$ cat config.mk
export PLATFORM = sky130hd
export DESIGN_NAME = alu_control_seq
export DESIGN_NICKNAME = d
export VERILOG_FILES = /design/src/rtl/alu_control_seq_pkg.sv /design/src/rtl/alu_control_seq_decode.sv /design/src/rtl/alu_control_seq.sv
export SDC_FILE = /design/constraint.sdc
export NUM_CORES = 1
export LEC_CHECK = 0
export CAP_MARGIN = 20
export CORE_MARGIN = 2
export CORE_UTILIZATION = 30
export CTS_BUF_LIST = sky130_fd_sc_hd__clkbuf_16
export CTS_CLUSTER_DIAMETER = 200
export DETAILED_ROUTE_END_ITERATION = 12
export GPL_TIMING_DRIVEN = 1
export PLACE_DENSITY = 0.65
export SLEW_MARGIN = 10
export SYNTH_ARGS = -nofsm -noshare
export SYNTH_HDL_FRONTEND = slang
export SYNTH_SLANG_ARGS = --single-unit
$ cat constraint.sdc
create_clock -name clk -period 4.06 [get_ports clk]
set_clock_uncertainty 0.05 [all_clocks]
set_input_delay 0.812 -clock clk [delete_from_list [all_inputs] [get_ports clk]]
set_output_delay 0.812 -clock clk [all_outputs]
set_load 0.02 [all_outputs]
$ cat src/rtl/alu_control_seq_pkg.sv
// Shared constants and types for the ALU control sequencer: ALU select codes,
// main-control opcodes, R-type funct values, FSM states and the decode record.
package alu_ctl_pkg;

   localparam logic [2:0] ALU_ADD = 3'b010;
   localparam logic [2:0] ALU_SUB = 3'b110;
   localparam logic [2:0] ALU_AND = 3'b000;
   localparam logic [2:0] ALU_OR  = 3'b001;
   localparam logic [2:0] ALU_SLT = 3'b111;

   localparam logic [1:0] OP_ADD   = 2'b00;
   localparam logic [1:0] OP_SUB   = 2'b01;
   localparam logic [1:0] OP_RTYPE = 2'b10;
   localparam logic [1:0] OP_ILL   = 2'b11;

   localparam logic [5:0] F_ADD   = 6'b100000;
   localparam logic [5:0] F_SUB   = 6'b100010;
   localparam logic [5:0] F_AND   = 6'b100100;
   localparam logic [5:0] F_OR    = 6'b100101;
   localparam logic [5:0] F_SLT   = 6'b101010;
   localparam logic [5:0] F_MULT  = 6'b011000;
   localparam logic [5:0] F_MULTU = 6'b011001;

   typedef enum logic [1:0] {
      ST_IDLE = 2'd0,
      ST_LOAD = 2'd1,
      ST_ITER = 2'd2,
      ST_WB   = 2'd3
   } state_t;

   typedef struct packed {
      logic [2:0] sel;
      logic       is_mul;
      logic       is_signed;
      logic       is_illegal;
   } dec_t;

endpackage

$ cat src/rtl/alu_control_seq_decode.sv
// Combinational decode of alu_op/funct into ALU select plus multiply/illegal flags.
// Multiplies and illegal encodings report ALU_ADD as their select.
module alu_funct_decode
   import alu_ctl_pkg::*;
(
   input  logic [1:0] i_alu_op,
   input  logic [5:0] i_funct,
   output dec_t       o_dec
);

   always_comb begin
      o_dec = '{sel: ALU_ADD, is_mul: 1'b0, is_signed: 1'b0, is_illegal: 1'b0};
      case (i_alu_op)
         OP_ADD: o_dec.sel = ALU_ADD;
         OP_SUB: o_dec.sel = ALU_SUB;
         OP_RTYPE: begin
            case (i_funct)
               F_ADD:   o_dec.sel = ALU_ADD;
               F_SUB:   o_dec.sel = ALU_SUB;
               F_AND:   o_dec.sel = ALU_AND;
               F_OR:    o_dec.sel = ALU_OR;
               F_SLT:   o_dec.sel = ALU_SLT;
               F_MULT: begin
                  o_dec.is_mul    = 1'b1;
                  o_dec.is_signed = 1'b1;
               end
               F_MULTU: o_dec.is_mul = 1'b1;
               default: o_dec.is_illegal = 1'b1;
            endcase
         end
         OP_ILL:  o_dec.is_illegal = 1'b1;
         default: o_dec.is_illegal = 1'b1;
      endcase
   end

endmodule

$ cat src/rtl/alu_control_seq.sv
// Registered ALU control unit: single-cycle decode plus LOAD/ITER/WB sequencing
// of the shift-add multiplier. Handshake: start is accepted on an edge where ready=1.
module alu_control_seq
   import alu_ctl_pkg::*;
#(
   parameter  int WIDTH = 32,
   localparam int CNT_W = $clog2(WIDTH)
) (
   input  logic             clk,
   input  logic             rst_n,
   input  logic             start,
   input  logic [1:0]       alu_op,
   input  logic [5:0]       funct,
   input  logic             abort,
   output logic             ready,
   output logic [2:0]       alu_ctl,
   output logic             mul_load,
   output logic             mul_signed,
   output logic             mul_step,
   output logic [CNT_W-1:0] step_cnt,
   output logic             hilo_we,
   output logic             done,
   output logic             illegal,
   output state_t           dbg_state
);

   localparam logic [CNT_W-1:0] LAST_STEP = CNT_W'(WIDTH - 1);

   state_t           r_state, w_nxt_state;
   logic [2:0]       r_alu_ctl, w_nxt_alu_ctl;
   logic             r_mul_load, w_nxt_mul_load;
   logic             r_mul_signed, w_nxt_mul_signed;
   logic             r_mul_step, w_nxt_mul_step;
   logic [CNT_W-1:0] r_step_cnt, w_nxt_step_cnt;
   logic             r_hilo_we, w_nxt_hilo_we;
   logic             r_done, w_nxt_done;
   logic             r_illegal, w_nxt_illegal;
   dec_t             w_dec;

   alu_funct_decode u_decode (
      .i_alu_op (alu_op),
      .i_funct  (funct),
      .o_dec    (w_dec)
   );

   always_ff @(posedge clk or negedge rst_n) begin
      if (!rst_n) begin
         r_state      <= ST_IDLE;
         r_alu_ctl    <= ALU_ADD;
         r_mul_load   <= 1'b0;
         r_mul_signed <= 1'b0;
         r_mul_step   <= 1'b0;
         r_step_cnt   <= '0;
         r_hilo_we    <= 1'b0;
         r_done       <= 1'b0;
         r_illegal    <= 1'b0;
      end else begin
         r_state      <= w_nxt_state;
         r_alu_ctl    <= w_nxt_alu_ctl;
         r_mul_load   <= w_nxt_mul_load;
         r_mul_signed <= w_nxt_mul_signed;
         r_mul_step   <= w_nxt_mul_step;
         r_step_cnt   <= w_nxt_step_cnt;
         r_hilo_we    <= w_nxt_hilo_we;
         r_done       <= w_nxt_done;
         r_illegal    <= w_nxt_illegal;
      end
   end

   // Next values are computed one cycle ahead so every strobe leaves a flop.
   always_comb begin
      w_nxt_state      = r_state;
      w_nxt_alu_ctl    = r_alu_ctl;
      w_nxt_mul_load   = 1'b0;
      w_nxt_mul_signed = r_mul_signed;
      w_nxt_mul_step   = 1'b0;
      w_nxt_step_cnt   = r_step_cnt;
      w_nxt_hilo_we    = 1'b0;
      w_nxt_done       = 1'b0;
      w_nxt_illegal    = 1'b0;
      case (r_state)
         ST_IDLE: begin
            if (start) begin
               if (w_dec.is_mul) begin
                  w_nxt_state      = ST_LOAD;
                  w_nxt_alu_ctl    = ALU_ADD;
                  w_nxt_mul_signed = w_dec.is_signed;
                  w_nxt_mul_load   = 1'b1;
               end else begin
                  w_nxt_alu_ctl = w_dec.sel;
                  w_nxt_done    = 1'b1;
                  w_nxt_illegal = w_dec.is_illegal;
               end
            end
         end
         ST_LOAD: begin
            w_nxt_step_cnt = '0;
            if (abort) begin
               w_nxt_state      = ST_IDLE;
               w_nxt_mul_signed = 1'b0;
            end else begin
               w_nxt_state    = ST_ITER;
               w_nxt_mul_step = 1'b1;
            end
         end
         ST_ITER: begin
            if (abort) begin
               w_nxt_state      = ST_IDLE;
               w_nxt_mul_signed = 1'b0;
               w_nxt_step_cnt   = '0;
            end else if (r_step_cnt == LAST_STEP) begin
               // Leave before the counter could wrap; WB reports 0.
               w_nxt_state    = ST_WB;
               w_nxt_step_cnt = '0;
               w_nxt_hilo_we  = 1'b1;
               w_nxt_done     = 1'b1;
            end else begin
               w_nxt_mul_step = 1'b1;
               w_nxt_step_cnt = r_step_cnt + 1'b1;
            end
         end
         ST_WB: begin
            w_nxt_state      = ST_IDLE;
            w_nxt_mul_signed = 1'b0;
         end
         default: w_nxt_state = ST_IDLE;
      endcase
   end

   assign ready      = (r_state == ST_IDLE);
   assign alu_ctl    = r_alu_ctl;
   assign mul_load   = r_mul_load;
   assign mul_signed = r_mul_signed;
   assign mul_step   = r_mul_step;
   assign step_cnt   = r_step_cnt;
   assign hilo_we    = r_hilo_we;
   assign done       = r_done;
   assign illegal    = r_illegal;
   assign dbg_state  = r_state;

endmodule

Word-level counts from Yosys, hierarchy flattened
Index checks and enable logic that the tools add are counted.
W data, S select, Z words.
- register bits: 16
- bits of input ports: 12
- output and inout port bits: 17
- logic and storage cells: 73
- add/sub/neg operators: 1
- eq/ne operators: 18
- mux-type cells: 37
- reduce and logical (&&, ||, !) cells: 8
- operators by type and width (cell ; count):
    $eq A6 B6 Y1 const B ; 5
    $mux W1 ; 20
    $eq A6 B5 Y1 const B ; 2
    $mux W2 ; 6
    $pmux W3 S4 ; 1
    $mux W5 ; 2
    $pmux W5 S2 ; 1
    $eq A2 B2 Y1 const B ; 4
    $pmux W2 S4 ; 1
    $reduce_or A7 Y1 ; 1
    $pmux W1 S2 ; 3
    $pmux W3 S2 ; 1
    $reduce_and A3 Y1 ; 2
    $add A5 B1 Y5 const B ; 1
    $eq A5 B5 Y1 const B ; 1
    $eq A2 B1 Y1 const B ; 2
    $ne A2 B1 Y1 const B ; 2
    $reduce_or A2 Y1 ; 2
    $mux W3 ; 1
    $ne A3 B3 Y1 const B ; 1
    $pmux W1 S3 ; 1
    $logic_not A2 Y1 ; 1
    $ne A2 B2 Y1 const B ; 1
    $reduce_and A2 Y1 ; 1
    $reduce_bool A2 Y1 ; 1

Logic depth before layout (Yosys ltp)
Gate-level depths: netlist of the first run.
- depth in word-level cells: 7
- depth in mapped cells: 7
- gate-level depth less buffers: 7

Cells and area by module
From an unflattened synthesis of the first run, not the netlist that was laid out.
- cell total of the unflattened synthesis: 97
- area, all modules: 943.4 sq um
- modules (own cells, without submodules) (module ; instances ; cells an instance ; area each (sq um) ; sequential area each (sq um)):
    alu_control_seq ; 1 ; 71 ; 754.5 ; 401.6
    alu_funct_decode ; 1 ; 26 ; 188.9 ; 0.0

Least setup slack after synthesis of the first run
OpenSTA, ideal clock, no wires.
- path kind: reg-to-reg
- from: register r_step_cnt[0], in the netlist step_cnt[0]
- to: register r_step_cnt[3], in the netlist step_cnt[3]
- library setup time: 0.083 ns
- arrival time: 1.859 ns
- required time: 3.927 ns
- slack: 2.068 ns
- stages on the path, launching flop included: 8
- path buffers: 0
- clock period less this slack: 1.992 ns
- cell sequence: dfrtp_1 ha_1 and3_1 ha_1 or3b_2 o21ai_0 nand2_1 o21ai_0
- cells in the longest elaborated chain, start to end: 4
- elaborated cells between the ends (all ways): 5
- classes of those cells: 1 x add/sub; 1 x eq/ne; 3 x mux
- ends and longest elaborated chain (item ; line ; text):
    start: declaration ; alu_control_seq.sv:34 ; logic [CNT_W-1:0] r_step_cnt, w_nxt_step_cnt;
    start signal: assignment ; alu_control_seq.sv:63 ; r_step_cnt <= w_nxt_step_cnt;
    $add A5 B1 Y5 or $eq A5 B5 Y1 (tied branches) ; alu_control_seq.sv:119, alu_control_seq.sv:111 ;
    $mux W5 (*) ; alu_control_seq.sv:111 ; end else if (r_step_cnt == LAST_STEP) begin
    $mux W5 (*) ; alu_control_seq.sv:107 ; if (abort) begin
    $pmux W5 S2 (*) ; alu_control_seq.sv:81 ; case (r_state)
Mark *: on every way between the ends. The rest lies on a longest branch, timed or not.
A chain may end at the register's enable or synchronous reset.

Worst setup path in the final report of the first run
- from: register r_state[0], in the netlist dbg_state[0]
- to: output ready
- cells in the longest elaborated chain, start to end: 1
- ends and longest elaborated chain (item ; line ; text):
    start: declaration ; alu_control_seq.sv:29 ; state_t r_state, w_nxt_state;
    start signal: assignment ; alu_control_seq.sv:58 ; r_state <= w_nxt_state;
    $logic_not A2 Y1 ; alu_control_seq.sv:130 ; assign ready = (r_state == ST_IDLE);
    end: declaration ; alu_control_seq.sv:15 ; output logic ready,
Every way passes these cells.

==> results of run 1 <==
## kinds of logic (layout without fill, tap and decap cells)
family / after synthesis / after routing / synth area share [%]
and+or+nand+nor: 38 / 38 / 24.8
AOI/OAI and AO/OA: 21 / 21 / 15.2
DFF: 16 / 16 / 43.6
adders and majority gates: 8 / 8 / 10.9
buffers and inverters: 8 / 38 / 3.26
muxes: 2 / 2 / 2.31
## placed cells by master (no fill, tap or decap), types with 2 or more instances in the layout
cell type,count
inv_1,6
a31oi_1,2
nor2b_1,5
and3_1,2
nand2b_1,2
o21ai_0,8
nand3_1,7
ha_1,8
nor2_1,5
and2_1,2
clkdlybuf4s50_1,28
clkbuf_16,3
nand2_1,7
dfrtp_1,15
## metrics by stage
stage | instances | setup WS (ns)
2_1_floorplan | 93 | 2.07
3_3_place_gp | 152 | 1.58
3_5_place_dp | 152 | 1.54
4_1_cts | 156 | 1.45
5_1_grt | 156 | 1.37
6_report | 156 | 1.45
## layer usage
metal	vias up	wire, um	part of all wire (%)
li1	391	-	-
met1	365	893	44
met2	27	984	49
met3	2	122	6.1
met4	0	10	0.50
met5	-	0	0
## where the power goes
group          switching, mW  leakage, nW  internal, mW
Sequential            0.0210        0.215         0.191
Combinational          0.142        0.321         0.122
Clock                 0.0604       0.0385         0.131
## worst paths after layout
| kind | depth (start not counted) | endpoint | slack (ns) |
|---|---|---|---|
| hold reg to reg | 2 | alu_ctl[0]$_DFFE_PN0P_ | 0.44 |
| min in group asynchronous | 1 | step_cnt[3]$_DFFE_PN0N_ | 0.95 |
| setup reg to reg | 7 | step_cnt[2]$_DFFE_PN0N_ | 1.99 |
| max in group asynchronous | 1 | step_cnt[0]$_DFFE_PN0N_ | 2.55 |
| setup / recovery | 3 | ready | 1.45 |
| hold / removal | 2 | alu_ctl[0]$_DFFE_PN0P_ | 0.44 |
## flip-flops by register name (all words and copies together), names as in the netlist
name / flops
alu_ctl: 3
dbg_state: 2
done: 1
hilo_we: 1
illegal: 1
mul_load: 1
mul_signed: 1
mul_step: 1
step_cnt: 5
## area by class of cell
type	instances	area share, %
Inverter	6	1.71
Tap cell	33	3.14
Timing Repair Buffer	28	21.3
Sequential cell	16	30.5
Clock inverter	1	0.285
Multi-Input combinational cell	69	37.3
Clock buffer	3	5.71
## worst max-delay path, stage by stage (launching register included)
cell	delay (ns)
dfrtp_1	0.41
inv_1	0.12
ha_1	0.32
clkdlybuf4s50_1	0.66
==> impl_metrics.tcl, run 1 <==
set metrics [dict create \
    synth_cells 93 \
    antenna_found_initial 0 \
    wire_per_inst_um 12.9 \
    grt-ovfl-total 0 \
    p_per_area_nw_per_um2 508 \
    final_area_um2 1320 \
    grt_busiest_layer "met2" \
    synth_top_area_share_pct 40.7 \
    num_io_pins 29 \
    synth_nets 113 \
    yosysWarningCount 0 \
    peakVddDrop_mv 0.166 \
    timing.final.crit_period_ns 2.61 \
    ant_nets 0 \
    nets 144 \
    outcome "finished, final reports clean" \
    antenna_cells 0 \
    core_um2 2980 \
    netlist_area_um2 922 \
    grt_pass1_vias 773 \
    multi_input_area_um2 490 \
    clock_path_buffers 2 \
    timing.rr.start "step_cnt[0]$_DFFE_PN0N_" \
    synth-edff-count 0 \
    grt_pass1_wl_mm 3.37 \
    drtPass1Iterations 4 \
    grtUsageMet3_pct 4.15 \
    die_w_um 59.4 \
    hpwl_mm 1.57 \
    cts_tree "yes" \
    ys_ff_latch 16 \
    worstSetupPathType "reg2out" \
    ys_seq_area_share_pct 43.6 \
    synth.distinct_cells 35 \
    cts.clk_slew.worst_paths_ns 0.05 \
    drt_iter0_drc 20 \
    die-area_um2 3530 \
    vias 785 \
    finalMaxSlewViolations 0 \
    synthArstFlopShare_pct 100 \
    postCtsHoldBufs 0 \
    cts_resized 0 \
    gp_congestion 0.810 \
    setup_viol 0 \
    cp.arrival_ns 1.75 \
    place_area_um2 1240 \
    maxCapViolCount 0 \
    syn_area_per_cell_um2 9.92 \
    netlist_top_cells_area "dfrtp_1 (41%), ha_1 (11%), o21ai_0 (4.3%)" \
    hold_class "reg2reg" \
    area_growth_pct 42.6 \
    max_freq_ghz 0.383 \
    whs_ns 0.444 \
    finalSetupTns_ns 0 \
    fin_crit_sh_pct 64.4 \
    numClockSinks 16 \
    portBuffers 28 \
    timing.final.hold_violations 0 \
    total_power_mw 0.668 \
    fillCellCount 285 \
    synth_most_common_cell "dfrtp_1" \
    vias_per_cell 5.03 \
    yosysTopAreaCell "dfrtp_1" \
    gr-usage-met2_pct 22.4 \
    gr-usage-met1_pct 14.6 \
    startpoint "dbg_state[0]$_DFFE_PN0P_" \
    critPathLaunchType "flip-flop" \
    grt_setup_unrepaired "no" \
    cp-end-kind "output pin" \
    num_rows 20 \
    grt_max_degree 17 \
    synthTopCellsByCount "dfrtp_1 (15), ha_1 (8), o21ai_0 (8)" \
    drive_gt1_share_pct 8.13 \
    drc 0 \
    numCtsBuffers 3 \
    worst_pin_slew_ns 0.721 \
    post-route-util_pct 44.2 \
    worstHoldStart "alu_ctl[0]$_DFFE_PN0P_" \
    cts_max_level 1 \
    initial_core_util_pct 31.0 \
    ys.flop_type "dfrtp_1" \
    crit_fanout 9 \
    p_leak_nw 0.575 \
    wl_mm 2.01 \
    cts_setup_buffers 0 \
    root_buffer "clkbuf_16" \
    required_ns 3.20 \
    fp.dieH_um 59.4 \
    track_usage_pct 12.5 \
    seq_area_um2 402 \
    clk_latency_ns 0.24 \
    slew_headroom_pct 51.8 \
]
(Power assumes the default switching activity.)
==> run 2, diff against run 1 <==
==> constraint.sdc (replaced) <==
create_clock -name clk -period 2.5 [get_ports clk]
set_clock_uncertainty 0.05 [all_clocks]
set_input_delay 0.5 -clock clk [delete_from_list [all_inputs] [get_ports clk]]
set_output_delay 0.5 -clock clk [all_outputs]
set_load 0.02 [all_outputs]
==> results of run 2 <==
The final DEF is identical to that of run 1. Status: finished, final reports clean.
Among the figures that moved: setup slack after placement 1.54 ns -> 0.289 ns; setup slack after layout 1.45 ns -> 0.199 ns; register-to-register setup slack 1.99 ns -> 0.43 ns; total power 0.668 mW -> 1.08 mW; worst IR drop on VDD 0.166 mV -> 0.270 mV
